--- config.mk ---
export PLATFORM = sky130hd
export DESIGN_NAME = multiplexador_display
export DESIGN_NICKNAME = d
export VERILOG_FILES = /design/src/rtl/multiplexador_pkg.sv /design/src/rtl/decodificador_7seg.sv /design/src/rtl/multiplexador_display.sv
export SDC_FILE = /design/constraint.sdc
export NUM_CORES = 1
export LEC_CHECK = 0
export ABC_AREA = 1
export BUFFER_PORTS_ARGS = -buffer_cell sky130_fd_sc_hd__buf_2
export CORE_MARGIN = 5
export CORE_UTILIZATION = 40
export DETAILED_ROUTE_END_ITERATION = 12
export PLACE_DENSITY = 0.64
export SKIP_CTS_REPAIR_TIMING = 1
export SLEW_MARGIN = 20
export SYNTH_ARGS = -nofsm -noshare
export SYNTH_HDL_FRONTEND = slang
export SYNTH_SLANG_ARGS = --single-unit
--- constraint.sdc ---
create_clock -name clk -period 4 [get_ports clk]
set_input_delay 0.2 -clock clk [delete_from_list [all_inputs] [get_ports clk]]
set_output_delay 0.2 -clock clk [all_outputs]
set_load 0.01 [all_outputs]
--- src/rtl/multiplexador_pkg.sv ---
// multiplexador_pkg
//   Shared definitions for the 7-segment display multiplexer.
//   - Segment bit order: {g,f,e,d,c,b,a}; bit 0 = a.
//   - Active-high glyph constants for BCD 0..9, dash and blank.
//   - Special BCD codes: COD_TRACO (dash) and COD_APAGADO (blank).
//   - Scan FSM state encoding.
package multiplexador_pkg;

   localparam int unsigned SEG_LARGURA = 7;

   // Segment bit order as seen on the shared segment bus.
   typedef struct packed {
      logic g;
      logic f;
      logic e;
      logic d;
      logic c;
      logic b;
      logic a;
   } segmentos_t;

   // Active-high glyphs; the parent applies the board polarity.
   localparam logic [SEG_LARGURA-1:0] GLIFO_0       = 7'h3F;
   localparam logic [SEG_LARGURA-1:0] GLIFO_1       = 7'h06;
   localparam logic [SEG_LARGURA-1:0] GLIFO_2       = 7'h5B;
   localparam logic [SEG_LARGURA-1:0] GLIFO_3       = 7'h4F;
   localparam logic [SEG_LARGURA-1:0] GLIFO_4       = 7'h66;
   localparam logic [SEG_LARGURA-1:0] GLIFO_5       = 7'h6D;
   localparam logic [SEG_LARGURA-1:0] GLIFO_6       = 7'h7D;
   localparam logic [SEG_LARGURA-1:0] GLIFO_7       = 7'h07;
   localparam logic [SEG_LARGURA-1:0] GLIFO_8       = 7'h7F;
   localparam logic [SEG_LARGURA-1:0] GLIFO_9       = 7'h6F;
   localparam logic [SEG_LARGURA-1:0] GLIFO_TRACO   = 7'h40;
   localparam logic [SEG_LARGURA-1:0] GLIFO_APAGADO = 7'h00;

   localparam logic [3:0] COD_TRACO   = 4'hA;
   localparam logic [3:0] COD_APAGADO = 4'hF;

   // E_OCIOSO : after reset, nothing shown until the first step
   // E_PASSO  : blanking cycle right after an index advance
   // E_EXIBE  : current digit driven
   // E_PAUSA  : display disabled after having shown something
   typedef enum logic [1:0] {
      E_OCIOSO,
      E_PASSO,
      E_EXIBE,
      E_PAUSA
   } estado_t;

endpackage

--- src/rtl/decodificador_7seg.sv ---
// decodificador_7seg
//   Purely combinational BCD nibble to active-high 7-segment glyph.
//   Codes 0..9 give digits, COD_TRACO gives a dash, everything else blank.
// Ports:
//   codigo : in  4-bit BCD/special code
//   glifo  : out 7-bit glyph {g,f,e,d,c,b,a}, active-high
module decodificador_7seg
   import multiplexador_pkg::*;
(
   input  logic [3:0]             codigo,
   output logic [SEG_LARGURA-1:0] glifo
);

   always_comb begin
      glifo = GLIFO_APAGADO;
      case (codigo)
         4'd0:      glifo = GLIFO_0;
         4'd1:      glifo = GLIFO_1;
         4'd2:      glifo = GLIFO_2;
         4'd3:      glifo = GLIFO_3;
         4'd4:      glifo = GLIFO_4;
         4'd5:      glifo = GLIFO_5;
         4'd6:      glifo = GLIFO_6;
         4'd7:      glifo = GLIFO_7;
         4'd8:      glifo = GLIFO_8;
         4'd9:      glifo = GLIFO_9;
         COD_TRACO: glifo = GLIFO_TRACO;
         default:   glifo = GLIFO_APAGADO;
      endcase
   end

endmodule

--- src/rtl/multiplexador_display.sv ---
// multiplexador_display
//   Scans an N-digit common-anode 7-segment display. The divider's
//   multiplex output is sampled as data on clk; each rising edge advances
//   one digit. A frame snapshot of digitos/pontos is taken when the index
//   wraps to 0, so a frame never mixes old and new digits. Every index
//   change is preceded by one cycle with all anodes off (anti-ghosting).
//   All outputs are registered.
// Optional build macro:
//   SUPRIME_ZEROS_EN : leading-zero suppression at snapshot time
//                      (digit 0 is never suppressed, points untouched).
// Parameters:
//   N_DIGITOS   : digits scanned (2..8)
//   ATIVO_BAIXO : 1 = segments, point and anodes active-low
// Ports:
//   clk            : in  system clock
//   reset          : in  synchronous, active-high reset
//   tick_multiplex : in  multiplex step from the divider (edge-detected)
//   habilita       : in  1 = display on; 0 = anodes off, scan frozen
//   digitos        : in  BCD nibbles, nibble i drives digit i (0 = rightmost)
//   pontos         : in  decimal point request per digit
//   segmentos      : out {g,f,e,d,c,b,a} at board polarity
//   ponto          : out decimal point of the active digit
//   anodos         : out one-hot digit select at board polarity
module multiplexador_display
   import multiplexador_pkg::*;
#(
   parameter int unsigned N_DIGITOS   = 4,
   parameter bit          ATIVO_BAIXO = 1'b1
) (
   input  logic                   clk,
   input  logic                   reset,
   input  logic                   tick_multiplex,
   input  logic                   habilita,
   input  logic [4*N_DIGITOS-1:0] digitos,
   input  logic [N_DIGITOS-1:0]   pontos,
   output logic [SEG_LARGURA-1:0] segmentos,
   output logic                   ponto,
   output logic [N_DIGITOS-1:0]   anodos
);

   localparam int unsigned IW = $clog2(N_DIGITOS);
   localparam logic [IW-1:0] ULTIMO = IW'(N_DIGITOS - 1);

   // Physical "off" levels for the configured polarity.
   localparam logic [SEG_LARGURA-1:0] SEG_OFF = {SEG_LARGURA{ATIVO_BAIXO}};
   localparam logic [N_DIGITOS-1:0]   ANO_OFF = {N_DIGITOS{ATIVO_BAIXO}};

   estado_t                estado, estado_prox;
   logic [IW-1:0]          indice, indice_prox;
   logic [3:0]             buf_dig      [N_DIGITOS];
   logic [3:0]             buf_dig_prox [N_DIGITOS];
   logic [3:0]             captura      [N_DIGITOS];
   logic [N_DIGITOS-1:0]   buf_pto, buf_pto_prox;
   logic                   tick_prev;
   logic                   passo;
   logic [SEG_LARGURA-1:0] seg_prox;
   logic                   pto_prox;
   logic [N_DIGITOS-1:0]   ano_prox;
   logic [N_DIGITOS-1:0]   um_quente;
   logic [SEG_LARGURA-1:0] glifo_atual;

   assign passo = tick_multiplex & ~tick_prev;

   decodificador_7seg u_decod (
      .codigo (buf_dig[indice]),
      .glifo  (glifo_atual)
   );

   // Snapshot contents, with optional leading-zero blanking applied
   // from the most significant nibble downwards.
   always_comb begin
`ifdef SUPRIME_ZEROS_EN
      logic zeros_acima;
`endif
      for (int unsigned i = 0; i < N_DIGITOS; i++) begin
         captura[i] = digitos[4*i +: 4];
      end
`ifdef SUPRIME_ZEROS_EN
      zeros_acima = 1'b1;
      for (int unsigned k = 1; k < N_DIGITOS; k++) begin
         if (zeros_acima && (captura[N_DIGITOS-k] == 4'h0)) begin
            captura[N_DIGITOS-k] = COD_APAGADO;
         end else begin
            zeros_acima = 1'b0;
         end
      end
`endif
   end

   always_comb begin
      um_quente         = '0;
      um_quente[indice] = 1'b1;
   end

   // Next-state and output logic. Outputs hold by default; the anodes
   // are only driven while showing, so both the step cycle and the
   // disabled state present all anodes off.
   always_comb begin
      estado_prox  = estado;
      indice_prox  = indice;
      buf_dig_prox = buf_dig;
      buf_pto_prox = buf_pto;
      seg_prox     = segmentos;
      pto_prox     = ponto;
      ano_prox     = ANO_OFF;

      if (!habilita) begin
         estado_prox = (estado == E_OCIOSO) ? E_OCIOSO : E_PAUSA;
      end else if (passo) begin
         estado_prox = E_PASSO;
         if (indice == ULTIMO) begin
            indice_prox  = '0;
            buf_dig_prox = captura;
            buf_pto_prox = pontos;
         end else begin
            indice_prox = indice + 1'b1;
         end
      end else if (estado != E_OCIOSO) begin
         // Covers both the cycle after a step and the first cycle after
         // re-enable, so no tick is needed to bring the digit back.
         estado_prox = E_EXIBE;
         ano_prox    = ATIVO_BAIXO ? ~um_quente : um_quente;
         seg_prox    = ATIVO_BAIXO ? ~glifo_atual : glifo_atual;
         pto_prox    = buf_pto[indice] ^ ATIVO_BAIXO;
      end
   end

   always_ff @(posedge clk) begin
      if (reset) begin
         estado    <= E_OCIOSO;
         indice    <= '0;
         buf_dig   <= '{default: '0};
         buf_pto   <= '0;
         tick_prev <= 1'b1;
         segmentos <= SEG_OFF;
         ponto     <= ATIVO_BAIXO;
         anodos    <= ANO_OFF;
      end else begin
         estado    <= estado_prox;
         indice    <= indice_prox;
         buf_dig   <= buf_dig_prox;
         buf_pto   <= buf_pto_prox;
         tick_prev <= tick_multiplex;
         segmentos <= seg_prox;
         ponto     <= pto_prox;
         anodos    <= ano_prox;
      end
   end

endmodule

== Yosys cells after proc, flatten, opt, wreduce, memory -nomap -nowiden ==
Memories as Yosys holds them, arrays and structs flattened.
Index checks and enable logic that the tools add are counted.
Cells by class
  bitwise gates (word level): 9
  eq/ne operators: 2
  $add $sub $neg: 1
  reductions and logical operators: 7
  mux-type cells: 12
  magnitude comparators: 3
Operators by type and width (count)
  $mux 2: 5
  $bmux 4 s2: 1
  $mux 4: 2
  $not 7->7: 1
  $reduce_and 3->1: 2
  $not 1->1: 5
  $not 4->4: 1
  $reduce_or 4->1: 1
  $ge 3x3->1 const B: 1
  $lt 2x3->1 const B: 1
  $ne 3x1->1 const B: 1
  $not 2->3: 1
  $add 2x1->2 const B: 1
  $bmux 1 s2: 1
  $demux 1 s2: 1
  $eq 2x2->1 const B: 1
  $ge 2x1->1 const B: 1
  $logic_not 2->1: 1
  $mux 1: 2
  $reduce_and 2->1: 1
  $reduce_bool 2->1: 1
  $and 1x1->1: 1
  $logic_and 1x1->1: 1
Storage, ports and cells
  memories kept: 1
  word-level logic and storage cells: 46
  flip-flop bits (word level): 37
  memory bits (read-only): 112
  input port bits: 24
Memory list
  (name not given): words 16, bits a word 7, read ports 1, clocked after memory_dff 0, wr ports 0, line decodificador_7seg.sv:16  | case (codigo)

== Longest topological paths before layout ==
Gate-level depths: netlist (run 1).
An unclocked memory read counts as a cell.
  word-level depth: 6
  gate-level depth with buffers: 13

== By module ==
From an unflattened synthesis (run 1), not the netlist that was laid out.
Second synthesis, totals
  cell total of the unflattened synthesis: 286
  area total of the unflattened synthesis: 1860.5 um2
Modules (own cells, without submodules)
  multiplexador_display: times used 1, cells an instance 246, area an instance 1645.3 um2, sequential area each 740.7 um2
  decodificador_7seg: times used 1, cells an instance 40, area an instance 215.2 um2, sequential area each 0.0 um2

== Least setup slack after synthesis (run 1) ==
No wires, ideal clock.
  kind: reg-to-reg
  start point: register indice[0]
  end point: register segmentos[5]
  data arrival time: 1.435 ns
  setup time: 0.115 ns
  path slack: 2.451 ns
  required time: 3.885 ns
  buffers on the path: 1
  cell stages (with the launch flop): 14
  path through: dfxtp_1 > inv_2 > buf_6 > nand2_1 > nand3_1 > nand2_2 > inv_1 > ha_1 > inv_1 > nand3_1 > nand3_1 > nand2_1 > nand2_1 > nand2_1
On the way
  cells in the longest elaborated chain, start to end: 6
RTL lines
  start, declared: line multiplexador_display.sv:49  | logic [IW-1:0] indice, indice_prox;
  start signal, assigned: line multiplexador_display.sv:140  | indice <= indice_prox;
  $not 2->3 (not written as such): line multiplexador_display.sv:65  | .codigo (buf_dig[indice]),
  $bmux 4 s2: line multiplexador_display.sv:65
  $mux 4 (not written as such) (2 in a row): line multiplexador_display.sv:65
  $mem_v2 16x7
  $not 7->7: line multiplexador_display.sv:123  | seg_prox = ATIVO_BAIXO ? ~glifo_atual : glifo_atual;
  end signal, assigned: line multiplexador_display.sv:144  | segmentos <= seg_prox;
  end, declared: line multiplexador_display.sv:36  | output logic [SEG_LARGURA-1:0] segmentos,
No other way between the ends. The select of a mux whose other input is x is not followed.
A chain may end at the register's enable or synchronous reset.

== Worst setup path after layout (run 1) ==
Same ends and word-level chain as after synthesis.

==> impl_results.md, run 1 <==
- IO Port Bufs: 35
- Hold WC Path Type: input port to flop
- CP max-delay cell: dfxtp_1
- Ant diodes: 0
- Critical path's largest stage delay: 0.59 ns
- Final net count: roughly 300
- Max Fanout on Critical Path: 14
- CTS HTree Levels: 2
- Max VDD drop: between 150 and 200 uV
- Status: finished clean
- WS Path Type: flop to flop
- Final Non-Filler Cells: 321
- Die Footprint: ~5800 sq um
- Synth Register Bits: 37
- Largest net degree at the start of global routing: 33
- Met1 wire length: between 1.5 and 2 mm
- Antenna violations before repair: 0
- Cell Area, Synth: between 1500 and 2000 sq um
- CORE AREA: 4290 sq um
- Fin Setup TNS: 0 ns
- Asr flop ratio synth: 0%
- Largest area contributor in the netlist: dfxtp_1
- FMAX: ~530 MHz
- Clk buf depth: 2
- Most common flop cell mapped by yosys: dfxtp_1
- Tot Pwr: ~700 uW
- Post-route ant nets: 0
- Most common cell in the netlist: nand2_1
- Mapped Cells: between 200 and 250
- Setup-failing EPs final: 0
- Critical Path RT: around 4.2 ns
- Row count: 24
- Most instantiated cells after synthesis: nand2_1, nand3_1, dfxtp_1, a21oi_1, inv_1
- CTS tree: yes
- Via Count: between 1500 and 2000
- Yosys warnings: 0
- Initial Utilization: slightly above 40%
- Reg-to-reg startpoint: indice[0]
- Ratio of final minimum period to clock period: between 40% and 50%
- Vias in the first global route: around 1400
- Initial drt markers: 74
- Sequential fraction of the synthesis area: between 40% and 50%
- Via density: slightly below 5
- Clock Pin Slew Worst Setup and Hold Paths: approximately 0.070 ns
- Int Power: around 530 uW
- Die width: approximately 76 microns
- Tmin final: between 1.5 and 2 ns
- Largest delay share family, worst path: simple AND/OR/NAND/NOR gates
- Clock Skews: ~0.0044 ns
- CTS Root Cell: clkbuf_8
- # DRC: 0
- Buffers and inverters on the worst path: 3
- Hold_sp: tick_multiplex
- Avg Inst Size Synth: roughly 7.4 sq um
- I/O pin cnt: 36
- Die Ht: ~76 microns
- Pleak: roughly 0.00085 uW
- Crit path DAT: about 2.1 ns
- Grt ovf: 0
- Share of power burned in the clock network: between 30% and 40%
- Met3 routed WL: 191 microns
- Worst-Skew Late Latency: 0.28 ns
- Post-DP HPWL: 2.68 mm
- Area contributors post-synth: dfxtp_1, nand2_1, nand3_1
- Synth cell types: 22
- Worst slew margin: about 60%
- Reg power frac: 55.1%
- Top sig layer: met4
- Crit path cell chain: inv_2 -> nand2_1 -> nand3_1 -> nand2_2 -> inv_1 -> ha_1 -> inv_1 -> nand3_1 -> nand3_1 -> nand2_1 -> nand2_1 -> nand2_1
- Area growth from synthesis to layout: 15.7%
- Clock sinks: 37
- Sw Share: between 20% and 30%
- Max Cap Viol: 0
- Placed cells: approximately 310
- WL met2: 1.66 mm
- Final core occ: around 47%
- Final WL: ~3.7 mm
- Logic pwr share: 9.9%
- Max-slew violation count: 0
- RSZ-0062 raised after global routing: no
- Gr usage total: 13.2%
- CP Launch Point: indice[0]
- First-pass GRT wire length: roughly 6.4 mm
- Crit start category: flop
- Routed wire per std cell: 11.4 microns
- Slew @ Worst Pin: roughly 0.6 ns
- Hold_ws: between 0.1 and 0.15 ns
- Share of Yosys cell area claimed by the top area cell type: between 40% and 50%
- DRT Pass-1 Iters: 4
- Worst path most repeated cell: nand2_1
- Setup crit end kind: flop
- Layout cell share with drive strength beyond 1: roughly a fifth
- Number of hold violations in the final report: 0
- GP Congestion: roughly 0.77
- Syn_nets: ~270
- Fill cell count: between 400 and 500
- Number of flops mapped to enable cells by yosys: 0
- Num CTS Buffers: 5
- Psw: between 150 and 200 uW
- Pwr/cell area: between 300 and 400 nW/um^2
## registers in the layout (all words and copies together), names as in the netlist
signal and count:
buf_dig 16, segmentos 7, anodos 4, buf_pto 4
estado 2, indice 2, ponto 1, tick_prev 1
## routing by layer
metal	track usage (%)	vias to the layer above
li1	-	837
met1	16.7	694
met2	20.6	34
met3	3.78	6
met4	5.77	0
met5	0	-
## cell type report
cell class / instances / area, sq um / area share (%)
multi-input combinational: 174 / 901 / 44.5
timing repair buffer: 37 / 190 / 9.39
tap: 52 / 65.1 / 3.21
sequential: 37 / 741 / 36.6
clock buffer: 8 / 80.1 / 3.95
inverter: 13 / 48.8 / 2.41
## worst reg2reg max path, cell delays in order, from the launching register on
cell and delay (ns):
dfxtp_1 0.59, inv_2 0.21, nand2_1 0.11, nand3_1 0.09, nand2_2 0.15, inv_1 0.08, ha_1 0.21, inv_1 0.07
nand3_1 0.07, nand3_1 0.09, nand2_1 0.05, nand2_1 0.05, nand2_1 0.04
## layout by cell type, fill, tap and decap left out
cell      instances
and2_4            1
ha_1              9
or2_2             1
clkbuf_8          5
nand2_1          70
inv_2             3
nor2_1            6
nand3b_1          1
buf_4             2
nand2_4           3
o221ai_1          1
o21ai_0           4
nor3_1            1
a21oi_1          31
nor2_4            1
nand3_4           1
nand3_2           1
nand3_1          40
nand2_2           3
clkbuf_1          3
dfxtp_1          37
buf_2            35
inv_1            10
## power by group through the flow
stage | Sequential (uW) | Clock [uW] | Combinational (uW)
final | 384 | 243 | 68.7
after global placement | 392 | 0 | 69.2
after detailed placement | 392 | 0 | 70.1
after CTS | 384 | 252 | 70.5
after global routing | 385 | 268 | 79.3
after floorplan | 395 | 0 | 41.5
## stage by stage
step,area (sq um),setup WS [ns]
6_report,2030,2.10
5_1_grt,2030,1.80
4_1_cts,2030,2.07
3_5_place_dp,1950,2.08
3_3_place_gp,1950,2.12
2_1_floorplan,1750,2.45
## cell families (layout without fill, tap and decap cells)
family                     count (synthesis)  in the layout  synth area share, %
DFF                                       37             37                 42.3
AOI/OAI and AO/OA                         36             36                 10.5
adders and majority gates                  9              9                 6.43
and+or+nand+nor                          129            129                 34.5
buffers and inverters                     24             58                 6.22
## path summary, 6_finish.rpt
check | end | slack [ns] | cells past startpoint
worst min register to register | segmentos[1] | 0.46 | 2
worst max-delay path | segmentos[5] | 2.10 | 12
worst max register to register | segmentos[5] | 2.10 | 12
worst min-delay path | tick_prev | 0.12 | 2
Power figures use the tool's default switching activity.
==> inputs of run 2 (changes only) <==
ABC_AREA = 0   (was 1)
PLACE_DENSITY = 0.67   (was 0.64)
clock period = 1.7 ns   (was 4 ns; I/O delays follow)
==> run 2 against run 1 <==
Net effect:
- the run now ends with negative setup slack left
- core utilization up 4.8 points
- clock power rose by 150%
- design area rose by 2.7%
- first-iteration DRC count is 26% lower
- largest cell class unchanged
==> impl_results.md, run 2 <==
- Status: finished, violations left
- Failing checks: negative setup slack
- Avg Inst Size Synth: 8.98 sq um (+21%)
- Final WL: 3.38 mm (-7.5%)
- Post-Synth Simple-Gate Area: 22.4% (-12 points)
- # DRC: 0 (unchanged)
- Clock Pin Slew Worst Setup and Hold Paths: 0.07 ns (about the same)
- Die width: 74.5 microns (-2.2%)
- Critical Path RT: 1.89 ns (-2.29 ns)
- Clock sinks: 37 (unchanged)
- Reg power frac: 55.1% (about the same)
- Max Cap Viol: 0 (unchanged)
- Share of Yosys cell area claimed by the top area cell type: 44.6% (+2.3 points)
- Antenna violations before repair: 0 (unchanged)
- Max Fanout on Critical Path: 5 (-9)
- Final Non-Filler Cells: 281 (-12%)
- Final core occ: 52.0% (+4.8 points)
- CTS Root Cell: clkbuf_8
- Biggest register: buf_dig
- Post-DP HPWL: 2.53 mm (-5.7%)
- Vias in the first global route: 1359 (-4.5%)
- Worst-Skew Late Latency: 0.28 ns (about the same)
- CTS tree: yes
- WS Path Type: flop to flop
- CTS HTree Levels: 2 (unchanged)
- Pleak: 0.000760 uW (-11%)
- DP Area: 1950 sq um (+0.26%)
- CORE AREA: 4000 sq um (-6.8%)
- XOR/XNOR Fraction of Synth Area: 0% (unchanged)
- Multiplexer area fraction after synthesis: 7.83% (+7.8 points)
- Busiest grt layer: met2
- Most instantiated cells after synthesis: nand2_1, dfxtp_1, a21oi_1, ha_1, nor3_1
- Post-route ant nets: 0 (unchanged)
- Clk buf depth: 2 (unchanged)
- Area occupied by multi-input gates: 868 sq um (-3.6%)
- DRT Pass-1 Iters: 4 (unchanged)
- RSZ-0062 raised after global routing: yes
- Max VDD drop: 496 uV (+160%)
- Largest regs: buf_dig: 16 flops, segmentos: 7 flops
- Ant diodes: 0 (unchanged)
- GP Congestion: 0.785 (+2.1%)
- Share of power burned in the clock network: 37.2% (+2.2 points)
- Asr flop ratio synth: 0% (unchanged)
- Pwr/cell area: 783 nW/um^2 (+130%)
- Num CTS Buffers: 5 (unchanged)
- Number of flops mapped to enable cells by yosys: 0 (unchanged)
- Mapped Cells: 185 (-21%)
- Final net count: 264 (-12%)
- Crit path DAT: 1.97 ns (-0.11 ns)
- Via Count: 1361 (-13%)
- IO Port Bufs: 35 (unchanged)
- Area contributors post-synth: dfxtp_1, nand2_1, ha_1
- Area growth from synthesis to layout: 25.2%
- Tmin final: 1.77 ns (-0.129 ns)
- Fill cell count: 390 (-19%)
- Hold WC Path Type: input port to flop
- Psw: 360 uW (+120%)
- I/O pin cnt: 36 (unchanged)
- Sw Share: 22.1% (-1.8 points)
- Max reg flops: 16 (unchanged)
- FMAX: 564 MHz (+7.3%)
- Number of hold violations in the final report: 0 (unchanged)
- Int Power: 1270 uW (+140%)
- Cell Area, Synth: 1660 sq um (-5.1%)
- Sequential fraction of the synthesis area: 44.6% (+2.3 points)
- Most common cell in the netlist: nand2_1
- Row count: 23 (-4.2%)
- Max-slew violation count: 0 (unchanged)
- Initial Utilization: 41.5% (+0.78 points)
- Grt ovf: 0 (unchanged)
- Most frequent cells in the layout: nand2_1, dfxtp_1, buf_2
- Seq. cell area: 744 sq um (+0.51%)
- M2 GR Usage: 20.9% (+0.24 points)
- Placed cells: 272 (-13%)
- Slew @ Worst Pin: 0.834 ns (+0.234 ns)
- Initial drt markers: 55 (-26%)
- Logic pwr share: 7.8% (-2.1 points)
- Die Footprint: 5540 sq um (-4.4%)
- Yosys warnings: 0 (unchanged)
- Clock Skews: 0.00793 ns (+0.00350 ns)
- Synth Register Bits: 37 (unchanged)
- Final worst setup slack: -0.0725 ns (-2.17 ns)
- Routed wire per std cell: 12.0 microns (+5.7%)
- Area share of fa/ha/maj cells after synthesis: 6.78% (+0.34 points)
- Most common cell after layout, fill and taps aside: nand2_1
- Setup-failing EPs final: 4 (+4)
- Synth Area in Compound Gates: 13.2% (+2.7 points)
- Setup crit end kind: flop
- Most common flop cell mapped by yosys: dfxtp_1
- Syn_nets: 218 (-19%)
- Die Ht: 74.5 microns (-2.2%)
- Via density: 4.84 (-1.0%)
- Main combinational cell family by area after synthesis: simple AND/OR/NAND/NOR gates
- Layout cell share with drive strength beyond 1: 31.6% (+11 points)
- Crit start category: flop
- Met3 usage: 3.65% (-0.13 points)
- Ratio of final minimum period to clock period: 104% (+57 points)
- Largest area contributor in the netlist: dfxtp_1
- First-pass GRT wire length: 5.75 mm (-9.4%)
- Largest net degree at the start of global routing: 21 (-36%)
- Met1 usage in global routing: 17.2% (+0.49 points)
- Gr usage total: 13.3% (+0.18 points)
- Synth cell types: 34 (+55%)
- Hold_ws: 0.0150 ns (-0.103 ns)
- Worst slew margin: 44.3% (-16 points)
- Design area: 2080 sq um (+2.7%)
run 2: cell types whose count changed after synthesis, sizes merged, moves of 3 or more:
cell	delta
a21oi	-9
mux4	+5
inv	-7
nor3	+8
nand3	-40
a211oi	+6
clkbuf	+3
nor2	-3
nand2	-24
run 2: logic make-up (layout without fill, tap and decap cells):
kind of cell	count (synthesis)	in the layout
simple gates	80	80
flops	37	37
compound gates	35	35
buf+inv	18	64
fa+ha+maj	9	9
mux	6	6
run 2: worst paths after layout:
check	from	endpoint	slack (ns)	cells after the start
worst min-delay path	tick_multiplex	tick_prev	0.01	2
worst max register to register	indice[0]	segmentos[3]	-0.07	5
worst min register to register	buf_pto[2]	buf_pto[2]	0.46	2
worst max-delay path	indice[0]	segmentos[3]	-0.07	5
run 2: layer usage:
| metal | wire length (microns) | vias up |
|---|---|---|
| li1 | - | 722 |
| met1 | 1580 | 597 |
| met2 | 1520 | 37 |
| met3 | 231 | 5 |
| met4 | 52 | 0 |
| met5 | 0 | - |
run 2: area by class of cell:
type / instances / share of cell area (%)
tap: 50 / 3.01
timing repair buffer: 51 / 14.2
multi-input combinational: 130 / 41.8
clock buffer: 7 / 4.15
inverter: 6 / 1.08
sequential: 37 / 35.8
run 2: power groups by stage:
stage	clock network (uW)	registers (uW)	logic (uW)
2_1_floorplan	0	925	59.9
3_3_place_gp	0	918	124
3_5_place_dp	0	918	125
4_1_cts	618	899	125
5_1_grt	652	900	140
6_report	605	897	126
run 2: critical path, cell delays in order (launching register included):
cell      delay, ns
dfxtp_4        0.38
mux4_2         0.56
inv_2          0.11
ha_4           0.20
or2b_1         0.22
a211oi_1       0.22
run 2: metrics by stage:
stage          setup TNS [ns]  setup WS (ns)  total power [uW]
5_1_grt                -0.613         -0.183              1690
3_5_place_dp           -0.394        -0.0982              1040
4_1_cts                -0.438         -0.103              1640
3_3_place_gp           -0.105        -0.0437              1040
6_report               -0.126        -0.0725              1630
2_1_floorplan          -0.240         -0.107               985
